`src/rtl/z80_bus_ctrl.sv`:
```
// Z80 bus-cycle controller for the T35 SBC: decodes memory/I/O cycles, drives the
// one-hot chip selects and WAIT, and owns the boot-ROM overlay enable latch.
module z80_bus_ctrl #(
  parameter logic [15:0] ROM_TOP      = 16'h0FFF,
  parameter int unsigned ROM_WAIT     = 1,
  parameter int unsigned RAM_WAIT     = 0,
  parameter int unsigned IO_TIMEOUT   = 255,
  parameter logic [7:0]  ROM_DIS_PORT = 8'hE0
) (
  input  logic        clock,
  input  logic        reset,
  input  logic [15:0] addr,
  input  logic        mreq_n,
  input  logic        iorq_n,
  input  logic        rd_n,
  input  logic        wr_n,
  input  logic        m1_n,
  input  logic        s100_rdy,
  output logic        rom_cs,
  output logic        ram_cs,
  output logic        inPortcon_cs,
  output logic        outPortcon_cs,
  output logic        wait_n,
  output logic        rom_enabled,
  output logic        timeout_err
);

  localparam int unsigned WCNT_W = 4;
  localparam int unsigned IOCNT_W = 8;

  localparam logic [1:0] S_IDLE    = 2'd0;
  localparam logic [1:0] S_COUNT   = 2'd1;
  localparam logic [1:0] S_IO_WAIT = 2'd2;
  localparam logic [1:0] S_HOLD    = 2'd3;

  localparam logic [WCNT_W-1:0]  ROM_WAIT_C = WCNT_W'(ROM_WAIT);
  localparam logic [WCNT_W-1:0]  RAM_WAIT_C = WCNT_W'(RAM_WAIT);
  localparam logic [IOCNT_W-1:0] IO_TMO_C   = IOCNT_W'(IO_TIMEOUT);

  logic [1:0]         r_state, w_state_nxt;
  logic [WCNT_W-1:0]  r_wcnt, w_wcnt_nxt;
  logic [IOCNT_W-1:0] r_iocnt, w_iocnt_nxt;
  logic               r_rom_cs, w_rom_cs_nxt;
  logic               r_ram_cs, w_ram_cs_nxt;
  logic               r_in_cs, w_in_cs_nxt;
  logic               r_out_cs, w_out_cs_nxt;
  logic               r_wait_n, w_wait_n_nxt;
  logic               r_rom_en, w_rom_en_nxt;
  logic               r_tmo, w_tmo_nxt;

  logic               w_cycle, w_released, w_inta, w_mem_rd_rom;
  logic [WCNT_W-1:0]  w_mem_wait;
  logic [IOCNT_W-1:0] w_iocnt_inc;

  assign w_cycle      = (!mreq_n || !iorq_n) && (!rd_n || !wr_n);
  assign w_released   = mreq_n && iorq_n;
  assign w_inta       = !m1_n && !iorq_n;
  assign w_mem_rd_rom = !rd_n && (addr <= ROM_TOP) && r_rom_en;
  assign w_iocnt_inc  = r_iocnt + IOCNT_W'(1);

  // Next-state and next-output decode; every registered output defaults to hold.
  always_comb begin
    w_state_nxt  = r_state;
    w_wcnt_nxt   = r_wcnt;
    w_iocnt_nxt  = r_iocnt;
    w_rom_cs_nxt = r_rom_cs;
    w_ram_cs_nxt = r_ram_cs;
    w_in_cs_nxt  = r_in_cs;
    w_out_cs_nxt = r_out_cs;
    w_wait_n_nxt = r_wait_n;
    w_rom_en_nxt = r_rom_en;
    w_tmo_nxt    = r_tmo;
    w_mem_wait   = RAM_WAIT_C;

    case (r_state)
      S_IDLE: begin
        if (w_cycle) begin
          if (w_inta) begin
            w_state_nxt = S_HOLD;
          end else if (!mreq_n) begin
            if (w_mem_rd_rom) begin
              w_rom_cs_nxt = 1'b1;
              w_mem_wait   = ROM_WAIT_C;
            end else begin
              w_ram_cs_nxt = 1'b1;
            end
            if (w_mem_wait != '0) begin
              w_state_nxt  = S_COUNT;
              w_wcnt_nxt   = w_mem_wait;
              w_wait_n_nxt = 1'b0;
            end else begin
              w_state_nxt  = S_HOLD;
            end
          end else if (!wr_n && addr[7:0] == ROM_DIS_PORT) begin
            w_rom_en_nxt = 1'b0;
            w_state_nxt  = S_HOLD;
          end else begin
            w_in_cs_nxt  = !rd_n;
            w_out_cs_nxt = rd_n;
            w_iocnt_nxt  = '0;
            w_wait_n_nxt = 1'b0;
            w_state_nxt  = S_IO_WAIT;
          end
        end
      end

      S_COUNT: begin
        if (w_released) begin
          w_rom_cs_nxt = 1'b0;
          w_ram_cs_nxt = 1'b0;
          w_wait_n_nxt = 1'b1;
          w_wcnt_nxt   = '0;
          w_state_nxt  = S_IDLE;
        end else begin
          w_wcnt_nxt = r_wcnt - WCNT_W'(1);
          if (r_wcnt == WCNT_W'(1)) begin
            w_wait_n_nxt = 1'b1;
            w_state_nxt  = S_HOLD;
          end
        end
      end

      // Ready wins over a timeout landing on the same edge.
      S_IO_WAIT: begin
        if (w_released) begin
          w_in_cs_nxt  = 1'b0;
          w_out_cs_nxt = 1'b0;
          w_wait_n_nxt = 1'b1;
          w_iocnt_nxt  = '0;
          w_state_nxt  = S_IDLE;
        end else if (s100_rdy) begin
          w_wait_n_nxt = 1'b1;
          w_state_nxt  = S_HOLD;
        end else begin
          w_iocnt_nxt = w_iocnt_inc;
          if (w_iocnt_inc == IO_TMO_C) begin
            w_tmo_nxt    = 1'b1;
            w_wait_n_nxt = 1'b1;
            w_state_nxt  = S_HOLD;
          end
        end
      end

      S_HOLD: begin
        if (w_released) begin
          w_rom_cs_nxt = 1'b0;
          w_ram_cs_nxt = 1'b0;
          w_in_cs_nxt  = 1'b0;
          w_out_cs_nxt = 1'b0;
          w_wait_n_nxt = 1'b1;
          w_wcnt_nxt   = '0;
          w_iocnt_nxt  = '0;
          w_state_nxt  = S_IDLE;
        end
      end

      default: begin
        w_rom_cs_nxt = 1'b0;
        w_ram_cs_nxt = 1'b0;
        w_in_cs_nxt  = 1'b0;
        w_out_cs_nxt = 1'b0;
        w_wait_n_nxt = 1'b1;
        w_state_nxt  = S_IDLE;
      end
    endcase
  end

  always_ff @(posedge clock) begin
    if (reset) begin
      r_state  <= S_IDLE;
      r_wcnt   <= '0;
      r_iocnt  <= '0;
      r_rom_cs <= 1'b0;
      r_ram_cs <= 1'b0;
      r_in_cs  <= 1'b0;
      r_out_cs <= 1'b0;
      r_wait_n <= 1'b1;
      r_rom_en <= 1'b1;
      r_tmo    <= 1'b0;
    end else begin
      r_state  <= w_state_nxt;
      r_wcnt   <= w_wcnt_nxt;
      r_iocnt  <= w_iocnt_nxt;
      r_rom_cs <= w_rom_cs_nxt;
      r_ram_cs <= w_ram_cs_nxt;
      r_in_cs  <= w_in_cs_nxt;
      r_out_cs <= w_out_cs_nxt;
      r_wait_n <= w_wait_n_nxt;
      r_rom_en <= w_rom_en_nxt;
      r_tmo    <= w_tmo_nxt;
    end
  end

  assign rom_cs        = r_rom_cs;
  assign ram_cs        = r_ram_cs;
  assign inPortcon_cs  = r_in_cs;
  assign outPortcon_cs = r_out_cs;
  assign wait_n        = r_wait_n;
  assign rom_enabled   = r_rom_en;
  assign timeout_err   = r_tmo;

endmodule

```
`config.mk`:
```
export PLATFORM = sky130hd
export DESIGN_NAME = z80_bus_ctrl
export DESIGN_NICKNAME = d
export VERILOG_FILES = /design/src/rtl/z80_bus_ctrl.sv
export SDC_FILE = /design/constraint.sdc
export NUM_CORES = 1
export LEC_CHECK = 0
export CAP_MARGIN = 5
export CORE_ASPECT_RATIO = 1.5
export CORE_MARGIN = 4
export CORE_UTILIZATION = 50
export CTS_BUF_LIST = sky130_fd_sc_hd__clkbuf_4 sky130_fd_sc_hd__clkbuf_8
export CTS_CLUSTER_SIZE = 20
export DETAILED_ROUTE_END_ITERATION = 8
export GPL_ROUTABILITY_DRIVEN = 0
export PLACE_DENSITY = 0.86
export SYNTH_ARGS = -nofsm -noshare
export SYNTH_HDL_FRONTEND = slang
export SYNTH_SLANG_ARGS = --single-unit
```
`constraint.sdc`:
```
create_clock -name clock -period 3.9 [get_ports clock]
set_input_delay 0.39 -clock clock [delete_from_list [all_inputs] [get_ports clock]]
set_output_delay 0.39 -clock clock [all_outputs]
set_load 0.005 [all_outputs]
```
# After elaboration in Yosys (flattened, before gate mapping)
# Cells that the tools add are included.
dict set report word_totals {
  register_bits 21
  input_bits 24
  out_inout_bits 7
  elab_cells 133
}
dict set report op_classes {
  add_sub_neg 2
  magnitude_cmp 1
  n_eq_ne 22
  n_mux 65
  bitwise 3
  reduce_logical 30
}
# operator n
set ops {}
lappend ops {{8-bit two-way mux} 7}
lappend ops {{4-bit two-way mux} 10}
lappend ops {{1-bit two-way mux} 30}
lappend ops {{8-bit one-hot mux with 3 select lines} 1}
lappend ops {{6-bit AND reduction} 4}
lappend ops {{2-bit two-way mux} 10}
lappend ops {{2-bit != test, second input constant} 9}
lappend ops {{8-bit == test, second input constant} 2}
lappend ops {{16-bit by 12-bit less-or-equal comparator with 1-bit output, second input constant} 1}
lappend ops {{7-bit AND reduction} 2}
lappend ops {{3-bit != test, second input constant} 4}
lappend ops {{4-bit one-hot mux with 3 select lines} 1}
lappend ops {{8-bit by 1-bit adder with 8-bit output, second input constant} 1}
lappend ops {{1-bit one-hot mux with 2 select lines} 4}
lappend ops {{2-bit one-hot mux with 4 select lines} 1}
lappend ops {{4-bit AND reduction} 2}
lappend ops {{1-bit logical AND} 6}
lappend ops {{3-bit nonzero test} 2}
lappend ops {{1-bit zero test} 5}
lappend ops {{5-bit AND reduction} 1}
lappend ops {{2-bit == test, second input constant} 2}
lappend ops {{4-bit by 1-bit == test with 1-bit output, second input constant} 1}
lappend ops {{2-bit by 1-bit != test with 1-bit output, second input constant} 2}
lappend ops {{4-bit != test, second input constant} 1}
lappend ops {{9 further kinds} 14}

# Depth between registers and ports, before layout
dict set report logic_depth {
  depth_word 14
  depth_mapped 8
  ltp_nobuf 7
}

# Worst setup path before layout
# OpenSTA, ideal clock, no wires.
dict set report synth_path {
  kind {flip-flop to flip-flop}
  startpoint {register r_state[0]}
  endpoint {register r_wcnt[0]}
  setup_ns 0.116
  arrival_ns 1.730
  path_slack_ns 2.054
  path_stages_with_launch 9
  synth_period_minus_slack_ns 1.846
  path_cell_list {dfxtp_1 inv_1 ha_1 buf_1 inv_1 a22oi_1 and2_1 o311ai_0 o211a_1}
}
dict set report synth_via {
  elab_chain_cells 3
}
# element line_no
set synth_rtl {}
lappend synth_rtl {{start, declared} 40} ;# logic [1:0] r_state, w_state_nxt;
lappend synth_rtl {{start signal, assigned} 181} ;# r_state <= w_state_nxt;
lappend synth_rtl {{2-bit == test (tied with other cells)} 75} ;# case (r_state)
lappend synth_rtl {{2-bit != test (no line) / 3-bit nonzero test (equally long branches)} -}
lappend synth_rtl {{6-bit AND reduction (no line)} -}
lappend synth_rtl {{end signal, assigned} 182} ;# r_wcnt <= w_wcnt_nxt;
lappend synth_rtl {{end, declared} 41} ;# logic [WCNT_W-1:0] r_wcnt, w_wcnt_nxt;
# Several ways; a longest one is shown, not always the timed one.
# A chain may end at the register's enable or synchronous reset.

# Worst setup path in the final report
dict set report layout_path {
  startpoint {input port mreq_n}
  endpoint {register r_iocnt[4]}
}
dict set report layout_via {
  elab_chain_cells 5
}
# element line_no
set layout_rtl {}
lappend layout_rtl {{start, declared} 13} ;# input logic mreq_n,
lappend layout_rtl {{1-bit zero test} -}
lappend layout_rtl {{1-bit logical OR} 55} ;# assign w_cycle = (!mreq_n || !iorq_n) && (!rd_n || !wr_n);
lappend layout_rtl {{1-bit logical AND} 55}
lappend layout_rtl {{2-bit != test (no line)} -}
lappend layout_rtl {{7-bit AND reduction (no line)} -}
lappend layout_rtl {{end signal, assigned} 183} ;# r_iocnt <= w_iocnt_nxt;
lappend layout_rtl {{end, declared} 42} ;# logic [IOCNT_W-1:0] r_iocnt, w_iocnt_nxt;
# Several ways; a longest one is shown, not always the timed one.

==> summary.md <==
| Metric | Value |
|---|---|
| Status | `completed` |
| #FFs+latches synth | `21` |
| Leak | `0.000653 µW` |
| Crit-path cells | `clkdlybuf4s50_1 > nand2_2 > nand3b_4 > o31ai_4 > o311a_1 > o21ai_0 > a32o_1` |
| Crit Path Max Fanout | `11` |
| Die Span Y | `72.7 µm` |
| Slew @ Worst Pin | `595 ps` |
| First-pass GRT wire length | `5.75 mm` |
| Peak supply drop | `398 µV` |
| Reg2Reg Capture Point | `r_wcnt[0]` |
| Final Max Tran Viols | `0` |
| Vias after detailed routing | `1303` |
| Root buffer cell | `clkbuf_8` |
| Pin count of the biggest net entering global routing | `17` |
| Share of cells above drive strength 1 | `10.8%` |
| Worst path arrival time | `2420 ps` |
| Clock Tree Buf Depth | `2` |
| Tot Pwr | `912 µW` |
| Drt wl/cell | `14.9 µm` |
| Hold-fix buffer count after cts | `0` |
| Die span in x | `51.2 µm` |
| Post-DRT Antenna Nets | `0` |
| Final setup violation count | `0` |
| Non-filler instance count after layout | `223` |
| Layout area overhead | `22.8%` |
| Htree depth | `1` |
| Worst-path clk slew | `80 ps` |
| Pwr dens | `532 nW/µm²` |
| Vias in the first global route | `1333` |
| Sw Share | `40.2%` |
| Post-synth cell types | `54` |
| Antenna violations before repair | `0` |
| DRT iter0 DRCs | `37` |
| Worst Hold Depth | `2` |
| Min-Delay Startpoint | `outPortcon_cs` |
| Primary FF master, synth | `dfxtp_1` |
| Clk_skew | `8.82 ps` |
| Detailed Route WL | `3.33 mm` |
| Post_cts resized | `0` |
| Dpl cells | `219` |
| CP startpoint kind | `primary input` |
| Util after Layout | `64.0%` |
| Worst r2r src | `r_state[0]` |
| Proportion of power drawn by combinational gates | `50.4%` |
| Clock Power Share | `16.4%` |
| Post CTS Setup Buffer Count | `0` |
| Sequential area share after synthesis | `30.1%` |
| Rows | `23` |
| Via-to-Cell Ratio | `5.84` |
| Die ar. | `3720 µm²` |
| RSZ-0062 raised after global routing | `no` |
| Ant. Diodes | `0` |
| Initial Util | `52.2%` |
| CP Data Required Time | `4050 ps` |
| Max-slew headroom | `60.2%` |
| Final worst-path cycle share | `58.3%` |
| I/O Buffers | `26` |
| Slowest cell on the critical path | `clkdlybuf4s50_1` |
| Final Hold Vio Count | `0` |
| Flop pwr share | `33.2%` |
| Crit path capture type | `flop` |
| Post-Syn Instances | `163` |
| Post-synth EDFFs | `0` |
| Cell area after layout | `1710 µm²` |
| Fraction of registers with async set/reset | `0%` |
| Syn nets | `196` |
| MaxCap Viol Count | `0` |
| Crit path max-delay family | `compound AO/OA/AOI/OAI gates` |
| Reg2reg setup slack | `1810 ps` |
| CP Class | `primary input to flop` |
| DRC Markers | `0` |
| Final HPWL DP | `2.53 mm` |
| Setup TNS | `0 ps` |
| Internal | `545 µW` |
| Sw power | `366 µW` |
| Hold Path Sink | `outPortcon_cs` |
| Worst hold path class | `flop to flop` |
| Mapped cell area | `1400 µm²` |
| Fmax | `440 MHz` |
| GRT Resource Usage Total | `19.3%` |
| I/O pin cnt | `31` |
| CTS Sinks | `21` |
| Buf/Inv on CP | `1` |
| Avg Cell Area, Syn | `8.57 µm²` |
| Fin nets | `220` |
| Fill cell total of the finished layout | `225` |
| CTS tree | `yes` |
| Tmin final | `2270 ps` |
| Warnings from Yosys | `0` |
| Worst-Skew Late Latency | `260 ps` |
| CTS buffer count | `3` |
| TritonRoute pass-1 iters | `4` |
| CP max stage delay | `530 ps` |
| Core ar. | `2680 µm²` |
| Reg2Reg Depth | `7` |
| Global route overflow | `0` |
| Placed cell area | `1670 µm²` |
[routing by layer]
| layer | vias to the layer above | track usage (%) | wire [µm] |
|---|---|---|---|
| met5 | - | 0 | 0 |
| met4 | 0 | 4.19 | 10 |
| met3 | 2 | 2.66 | 112 |
| met2 | 33 | 39.3 | 1880 |
| met1 | 622 | 20.1 | 1320 |
| li1 | 646 | - | - |
[cells in the mapped netlist, types with 2 or more instances]
master | number | area, µm²
o21ai_0 | 8 | 40.0
nand4_1 | 2 | 12.5
nor2_1 | 18 | 67.6
clkbuf_1 | 4 | 15.0
inv_1 | 8 | 30.0
a31o_2 | 2 | 17.5
xnor2_1 | 2 | 17.5
ha_1 | 9 | 113
dfxtp_1 | 21 | 420
nand3_1 | 4 | 20.0
xor2_1 | 3 | 26.3
nor3_1 | 4 | 20.0
nor3b_1 | 4 | 30.0
a21oi_1 | 7 | 35.0
a311oi_1 | 3 | 26.3
a32o_1 | 3 | 30.0
a41oi_1 | 2 | 17.5
and3_2 | 2 | 15.0
o31ai_2 | 2 | 25.0
mux2i_1 | 4 | 40.0
nand2b_1 | 2 | 12.5
a31oi_1 | 3 | 18.8
nand2_1 | 15 | 56.3
[cell usage in the layout (no fill, tap or decap), types with 2 or more instances in the layout]
master	n
nor2_1	18
a21oi_1	7
nand2_1	15
nand4_1	2
clkbuf_8	3
xor2_1	3
a32o_1	3
a41oi_1	2
clkdlybuf4s50_1	26
nand2b_1	2
xnor2_1	2
o31ai_2	2
nor3_1	4
a31oi_1	3
o21ai_0	8
nand3_1	4
inv_1	8
dfxtp_1	21
and3_2	2
ha_1	9
mux2i_1	4
nor3b_1	4
a311oi_1	3
a31o_2	2
[sequential cells by signal (all words and copies together) (netlist names)]
name / count
outPortcon_cs: 1
r_iocnt: 8
r_state: 2
rom_enabled: 1
inPortcon_cs: 1
ram_cs: 1
r_wcnt: 4
timeout_err: 1
wait_n: 1
rom_cs: 1
[through the flow]
stage	worst slack [ps]	hold slack, ps
after floorplan	2050	448
after global placement	1440	441
after detailed placement	1400	459
after CTS	1650	472
after global routing	1470	493
final	1630	472
[logic make-up (layout without fill, tap and decap cells)]
family / Yosys count / count (layout) / share of synthesized area [%]
AOI/OAI and AO/OA: 41 / 41 / 22.7
xor gates and xnor gates: 5 / 5 / 3.14
adders and majority gates: 9 / 9 / 8.06
buffers and inverters: 16 / 39 / 5.11
DFF: 21 / 21 / 30.1
muxes: 5 / 5 / 3.67
and+or+nand+nor: 66 / 66 / 27.2
[how the worst max path moves through the flow]
stage                     startpoint          to  slack (ps)  depth (start not counted)
final                         mreq_n  r_iocnt[4]        1630                          7
after global placement        mreq_n  r_iocnt[3]        1440                          7
after global routing        addr[12]   r_wcnt[0]        1470                          7
after detailed placement      mreq_n  r_iocnt[4]        1400                          7
after CTS                     mreq_n  r_iocnt[4]        1650                          7
after floorplan           r_state[0]   r_wcnt[0]        2050                          8
[worst min-delay path, cell delays in order, from the launching register on]
cell     delay [ps]
dfxtp_1         320
nand2_1          50
a21oi_1          60
[power groups by stage]
stage | clock network, µW | registers, µW | logic (µW)
after floorplan | 0 | 297 | 330
after global placement | 0 | 301 | 435
after detailed placement | 0 | 304 | 454
after CTS | 150 | 301 | 459
after global routing | 161 | 308 | 524
final | 149 | 303 | 460
[cell type report]
class	count	area (µm²)	area share (%)
multi-input combinational	126	905	52.8
sequential	21	420	24.5
timing repair buffer	26	260	15.2
clock buffer	4	48.8	2.85
tap	37	46.3	2.70
inverter	9	33.8	1.97
Note: power is estimated with default switching activity, not from simulation.
